$ cat config.mk
export PLATFORM = sky130hd
export DESIGN_NAME = pair_sort_pipe_flat
export DESIGN_NICKNAME = d
export VERILOG_FILES = /design/src/rtl/pair_sort_pkg.sv /design/src/rtl/pair_sort_pipe_if.sv /design/src/rtl/pipe_slice.sv /design/src/rtl/pair_sort_pipe.sv /design/src/flat_wrapper.sv
export SDC_FILE = /design/constraint.sdc
export NUM_CORES = 1
export LEC_CHECK = 0
export CORE_MARGIN = 10
export CORE_UTILIZATION = 56
export CTS_CLUSTER_DIAMETER = 40
export CTS_CLUSTER_SIZE = 12
export DETAILED_ROUTE_END_ITERATION = 16
export PLACE_DENSITY = 0.85
export SLEW_MARGIN = 20
export SYNTH_ARGS = -nofsm -noshare
export SYNTH_HDL_FRONTEND = slang
export SYNTH_SLANG_ARGS = --single-unit
export TNS_END_PERCENT = 30
$ cat constraint.sdc
create_clock -name clk -period 3.09 [get_ports clk]
set_input_delay 0.618 -clock clk [delete_from_list [all_inputs] [get_ports clk]]
set_output_delay 0.618 -clock clk [all_outputs]
set_load 0.01 [all_outputs]
$ cat src/rtl/pair_sort_pkg.sv
// Shared types and constants for the pair sorting pipeline.
package pair_sort_pkg;

    localparam int unsigned PAIR_W = 13;

    localparam bit ASCEND  = 1'b0;
    localparam bit DESCEND = 1'b1;

    typedef struct packed {
        logic [PAIR_W-1:0] a;
        logic [PAIR_W-1:0] b;
    } pair_t;

    typedef struct packed {
        logic [PAIR_W-1:0] lo;
        logic [PAIR_W-1:0] hi;
        logic              swapped;
    } result_t;

    // Unsigned compare deciding whether the pair must be exchanged; ties never swap.
    function automatic logic need_swap(input logic [PAIR_W-1:0] a,
                                       input logic [PAIR_W-1:0] b,
                                       input bit                desc);
        return desc ? (a < b) : (a > b);
    endfunction

endpackage

$ cat src/rtl/pair_sort_pipe_if.sv
// Input/output valid-ready bus of the pair sorting pipeline.
interface pair_sort_pipe_if import pair_sort_pkg::*; #(
    parameter int unsigned W = PAIR_W
);
    logic         in_valid;
    logic         in_ready;
    logic [W-1:0] in_a;
    logic [W-1:0] in_b;
    logic         out_valid;
    logic         out_ready;
    logic [W-1:0] out_lo;
    logic [W-1:0] out_hi;
    logic         out_swapped;

    modport master (
        output in_valid, in_a, in_b, out_ready,
        input  in_ready, out_valid, out_lo, out_hi, out_swapped
    );

    modport slave (
        input  in_valid, in_a, in_b, out_ready,
        output in_ready, out_valid, out_lo, out_hi, out_swapped
    );
endinterface

$ cat src/rtl/pipe_slice.sv
// One valid/ready register stage; accepts new data whenever empty or draining.
module pipe_slice #(
    parameter int unsigned DW = 8
) (
    input  logic          clk,
    input  logic          rst,
    input  logic          in_valid,
    input  logic [DW-1:0] in_data,
    output logic          ready_c,
    output logic          out_valid,
    output logic [DW-1:0] out_data,
    input  logic          out_ready
);
    logic          valid_q, valid_d;
    logic [DW-1:0] data_q,  data_d;

    always_comb begin
        ready_c = !valid_q || out_ready;
        valid_d = valid_q;
        data_d  = data_q;
        if (ready_c) begin
            valid_d = in_valid;
        end
        if (in_valid && ready_c) begin
            data_d = in_data;
        end
    end

    always_ff @(posedge clk or posedge rst) begin
        if (rst) begin
            valid_q <= 1'b0;
            data_q  <= '0;
        end else begin
            valid_q <= valid_d;
            data_q  <= data_d;
        end
    end

    assign out_valid = valid_q;
    assign out_data  = data_q;
endmodule

$ cat src/rtl/pair_sort_pipe.sv
// Two-stage compare-and-swap pipeline emitting ordered (lo, hi) pairs plus a
// saturating count of delivered pairs that needed an exchange.
module pair_sort_pipe import pair_sort_pkg::*; #(
    parameter int unsigned W       = PAIR_W,
    parameter bit          DESCEND = ASCEND,
    parameter int unsigned CNT_W   = 8
) (
    input  logic             clk,
    input  logic             rst,
    pair_sort_pipe_if.slave  bus,
    input  logic             clear_count,
    output logic [CNT_W-1:0] swap_count
);
    localparam logic [CNT_W-1:0] CNT_MAX = '1;

    pair_t   s1_in;
    pair_t   s1_data;
    logic    s1_valid;
    logic    s1_ready_c;
    logic    s2_take;
    result_t res_c;
    result_t s2_data;
    logic    s2_valid;

    always_comb begin
        s1_in   = '0;
        s1_in.a = PAIR_W'(bus.in_a);
        s1_in.b = PAIR_W'(bus.in_b);
    end

    pipe_slice #(.DW($bits(pair_t))) u_s1 (
        .clk       (clk),
        .rst       (rst),
        .in_valid  (bus.in_valid),
        .in_data   (s1_in),
        .ready_c   (s1_ready_c),
        .out_valid (s1_valid),
        .out_data  (s1_data),
        .out_ready (s2_take)
    );

    // Compare/swap sits between the stages so the result is registered in S2.
    always_comb begin
        res_c         = '0;
        res_c.swapped = need_swap(s1_data.a, s1_data.b, DESCEND);
        res_c.lo      = res_c.swapped ? s1_data.b : s1_data.a;
        res_c.hi      = res_c.swapped ? s1_data.a : s1_data.b;
    end

    pipe_slice #(.DW($bits(result_t))) u_s2 (
        .clk       (clk),
        .rst       (rst),
        .in_valid  (s1_valid),
        .in_data   (res_c),
        .ready_c   (s2_take),
        .out_valid (s2_valid),
        .out_data  (s2_data),
        .out_ready (bus.out_ready)
    );

    assign bus.in_ready    = s1_ready_c;
    assign bus.out_valid   = s2_valid;
    assign bus.out_lo      = W'(s2_data.lo);
    assign bus.out_hi      = W'(s2_data.hi);
    assign bus.out_swapped = s2_data.swapped;

    logic [CNT_W-1:0] cnt_q, cnt_d;

    // Clear has priority over a coincident increment.
    always_comb begin
        cnt_d = cnt_q;
        if (clear_count) begin
            cnt_d = '0;
        end else if (s2_valid && bus.out_ready && s2_data.swapped && cnt_q != CNT_MAX) begin
            cnt_d = cnt_q + CNT_W'(1);
        end
    end

    always_ff @(posedge clk or posedge rst) begin
        if (rst) begin
            cnt_q <= '0;
        end else begin
            cnt_q <= cnt_d;
        end
    end

    assign swap_count = cnt_q;
endmodule

$ cat src/flat_wrapper.sv
// flat-port wrapper written by rule: the top's interface ports become plain ports
module pair_sort_pipe_flat import pair_sort_pkg::*;
#(
    parameter int unsigned W       = PAIR_W,
    parameter bit          DESCEND = ASCEND,
    parameter int unsigned CNT_W   = 8
)
  (clk, rst, clear_count, swap_count, bus_in_valid, bus_in_a, bus_in_b, bus_out_ready, bus_in_ready, bus_out_valid, bus_out_lo, bus_out_hi, bus_out_swapped);
  pair_sort_pipe_if #(.W(W)) bus_i ();
  input  logic clk;
  input  logic rst;
  input  logic clear_count;
  output logic [CNT_W-1:0] swap_count;
  input wire logic [$bits(bus_i.in_valid)-1:0] bus_in_valid;
  input wire logic [$bits(bus_i.in_a)-1:0] bus_in_a;
  input wire logic [$bits(bus_i.in_b)-1:0] bus_in_b;
  input wire logic [$bits(bus_i.out_ready)-1:0] bus_out_ready;
  output wire logic [$bits(bus_i.in_ready)-1:0] bus_in_ready;
  output wire logic [$bits(bus_i.out_valid)-1:0] bus_out_valid;
  output wire logic [$bits(bus_i.out_lo)-1:0] bus_out_lo;
  output wire logic [$bits(bus_i.out_hi)-1:0] bus_out_hi;
  output wire logic [$bits(bus_i.out_swapped)-1:0] bus_out_swapped;
  assign bus_i.in_valid = bus_in_valid;
  assign bus_i.in_a = bus_in_a;
  assign bus_i.in_b = bus_in_b;
  assign bus_i.out_ready = bus_out_ready;
  assign bus_in_ready = bus_i.in_ready;
  assign bus_out_valid = bus_i.out_valid;
  assign bus_out_lo = bus_i.out_lo;
  assign bus_out_hi = bus_i.out_hi;
  assign bus_out_swapped = bus_i.out_swapped;
  pair_sort_pipe #(.W(W), .DESCEND(DESCEND), .CNT_W(CNT_W)) u_core (.clk(clk), .rst(rst), .bus(bus_i), .clear_count(clear_count), .swap_count(swap_count));
endmodule
==> impl_metrics.csv <==
group,metric,value,unit
logic_synthesis,netlist_area,3540,um2
job,max_cap_violations,0,
final_layout,final_cell_mix,"67 x clkdlybuf4s50_1, 63 x dfrtp_1, 32 x nand2_1, 29 x nand4_1, 26 x mux2_2",
floorplanning,num_rows,28,
final_layout,num_antenna_cells,0,
global_route,overflow,0,
worst_setup_path,path_delay_family,"simple AND/OR/NAND/NOR gates",
logic_synthesis,syn_nets,374,
worst_setup_path,cp-start-kind,"flip-flop",
power,finalPower,3159,uW
route,drc_errors,0,
cts,postCtsSetupBuffers,0,
logic_synthesis,synth_edf_count,0,
logic_synthesis,synth.avg_cell_area,10.76,um2
worst_setup_path,critPathRequiredTime,3.29,ns
final_layout,fillCellCount,440,
floorplanning,io_pins,68,
worst_hold_path,whs_path_depth,2,
worst_setup_path,cp_slowest_cell,"and3_1",
final_layout,fin_nets,438,
logic_synthesis,synth_cells,329,
global_route,grtUsageTotal,19.25,%
logic_synthesis,synth_ff_type,"dfrtp_1",
floorplanning,die_x,99.51,um
global_route,grt_max_degree,35,
worst_setup_path,cp.depth,8,
final_layout,seq_area,1577,um2
worst_setup_path,worst-setup-path-type,"reg -> reg",
route,first_pass_iters,5,
route,drtIter0Drc,262,
final_layout,multi_input_area,1789,um2
sta,worst_slew_pin_slew,0.7252,ns
power,ir_drop,397.5,uV
route,drtAntennaViolNets,0,
cts,htree_levels,3,
cts,cts_buffers,9,
sta,fin_ws,0.5466,ns
sta,finalClockSkew,0.008616,ns
place,place_congestion,0.8499,
status,status,"completed",
logic_synthesis,synth_cell_type_count,36,
cts,tritoncts,"yes",
final_layout,final_common_cell,"clkdlybuf4s50_1",
logic_synthesis,async_reset_ff_share,100.0,%
floorplanning,coreArea,6026,um2
final_layout,area_delta_synth_final,27.78,%
place,dp_hpwl,6419,um
sta,report.final.slew_viol_count,0,
floorplanning,die_h,99.51,um
global_route,grt_pass1_wl,15660,um
final_layout,drive_gt1_share,19.65,%
global_route,antenna_found_initial,0,
logic_synthesis,ys_ff_latch,63,
place,dp_slack,0.6126,ns
cts,clock_latency,0.34,ns
cts,cts.clk_slew.worst_paths,0.07,ns
logic_synthesis,ys_seq_area_share,44.54,%
place,port-buffer-count,67,
sta,rsz0062_at_grt,"false",
floorplanning,die_area,9901,um2
power,cellPowerDensity,698.5,nW/um2
sta,hold_violations,0,
worst_setup_path,endpoint_kind,"flip-flop",
route,vias_per_cell,6.464,
worst_setup_path,crit_chain,"inv_1 -> ha_1 -> nand4_2 -> nor3_2 -> a2111oi_4 -> and3_1 -> buf_4 -> o311ai_0",
floorplanning,initial_core_util,58.74,%
cts,clk_path_buf_depth,2,
power,power_leakage,0.001906,uW
worst_setup_path,crit_buf_inv,2,
worst_setup_path,max_stage_delay,0.47,ns
route,routedWlPerCell,20.24,um
worst_setup_path,worstPathArrival,2.74,ns
route,vias,3051,
worst_setup_path,path_max_fanout,11,
worst_setup_path,r2r_cells,8,
sta,max_freq,393.2,MHz
sta,post-route-period-util,82.31,%
logic_synthesis,synth_warnings,0,
cts,cts_root_buffer,"clkbuf_8",
global_route,grt_pass1_vias,3076,
cts,post_cts_resized,0,
sta,period_needed,2.543,ns
sta,setup_viol,0,
sta,relSlewSlack,51.43,%
sta,fin_tns_setup,0,ns
route,routed_wl,9552,um
worst_hold_path,hp-class,"reg -> reg",
cts,cts_hold_buf,0,
cts,cts.sinks,63,
[power breakdown]
group	switching (uW)	internal (uW)
Combinational	547	607
Clock	312	514
Sequential	157	1020
[sequential cells by signal (all words and copies together) (netlist names)]
name	count
u_core.u_s2.out_valid	1
u_core.u_s1.out_data	26
u_core.swap_count	8
u_core.u_s2.out_data	27
u_core.u_s1.out_valid	1
[layout make-up]
class	instances	area share, %
Multi-Input combinational cell	225	39.56
Sequential cell	63	34.85
Timing Repair Buffer	80	17.26
Clock buffer	12	3.651
Tap cell	75	2.075
Clock inverter	3	1.438
Inverter	14	1.162
[synthesized netlist by cell type (5+ instances only)]
cell       n  area share [%]
dfrtp_1   63              45
nand2_1   32             3.4
nand4_1   29             5.1
mux2_2    26             8.3
a22oi_1   24             5.1
nor2_1    22             2.3
clkbuf_1  17             1.8
o311ai_2  17             7.8
and3_1    16             2.8
ha_1      14             4.9
inv_1     14             1.5
o311ai_0   7             1.7
buf_2      5            0.71
xor2_1     5             1.2
[cells by family (layout without fill, tap and decap cells)]
family	Yosys count	after routing	synth area share, %
simple gates	115	115	17.11
flops	63	63	44.54
compound gates	62	62	17.96
buf+inv	41	109	5.161
mux	27	27	8.554
fa+ha+maj	14	14	4.949
xor+xnor	7	7	1.732
[tightest hold or removal path, stage by stage (launching register included)]
cell     delay [ns]
dfrtp_1        0.38
nand2_1        0.06
o31ai_1        0.06
[per-layer routing]
| layer | vias up | part of all wire [%] | GRT usage [%] |
|---|---|---|---|
| met5 | - | 0 | 0 |
| met4 | 0 | 2.1 | 7.607 |
| met3 | 19 | 7.3 | 5.260 |
| met2 | 143 | 50 | 31.16 |
| met1 | 1529 | 41 | 23.76 |
| li1 | 1360 | - | - |
[through the flow]
stage	instance area [um2]	util, %	hold slack (ns)	instances
floorplan	3540	-	0.4794	329
global placement	4293	71.24	0.4911	457
detailed placement	4293	71.24	0.5089	457
CTS	4523	75.06	0.5256	472
global route	4523	75.06	0.5523	472
finish	4523	75.06	0.5256	472
[worst paths after layout]
check	startpoint	endpoint	slack [ns]
setup reg to reg	u_core.u_s1.out_data[12]$_DFFE_PP0P_	u_core.u_s2.out_data[3]$_DFFE_PP0P_	0.55
hold reg to reg	u_core.u_s2.out_data[0]$_DFFE_PP0P_	u_core.u_s2.out_data[0]$_DFFE_PP0P_	0.53
hold / removal	u_core.u_s2.out_data[0]$_DFFE_PP0P_	u_core.u_s2.out_data[0]$_DFFE_PP0P_	0.53
min in group asynchronous	rst	u_core.swap_count[3]$_DFFE_PP0P_	0.69
max in group asynchronous	rst	u_core.u_s2.out_data[12]$_DFFE_PP0P_	1.78
setup / recovery	u_core.u_s1.out_data[12]$_DFFE_PP0P_	u_core.u_s2.out_data[3]$_DFFE_PP0P_	0.55
Note: power is estimated with default switching activity, not from simulation.
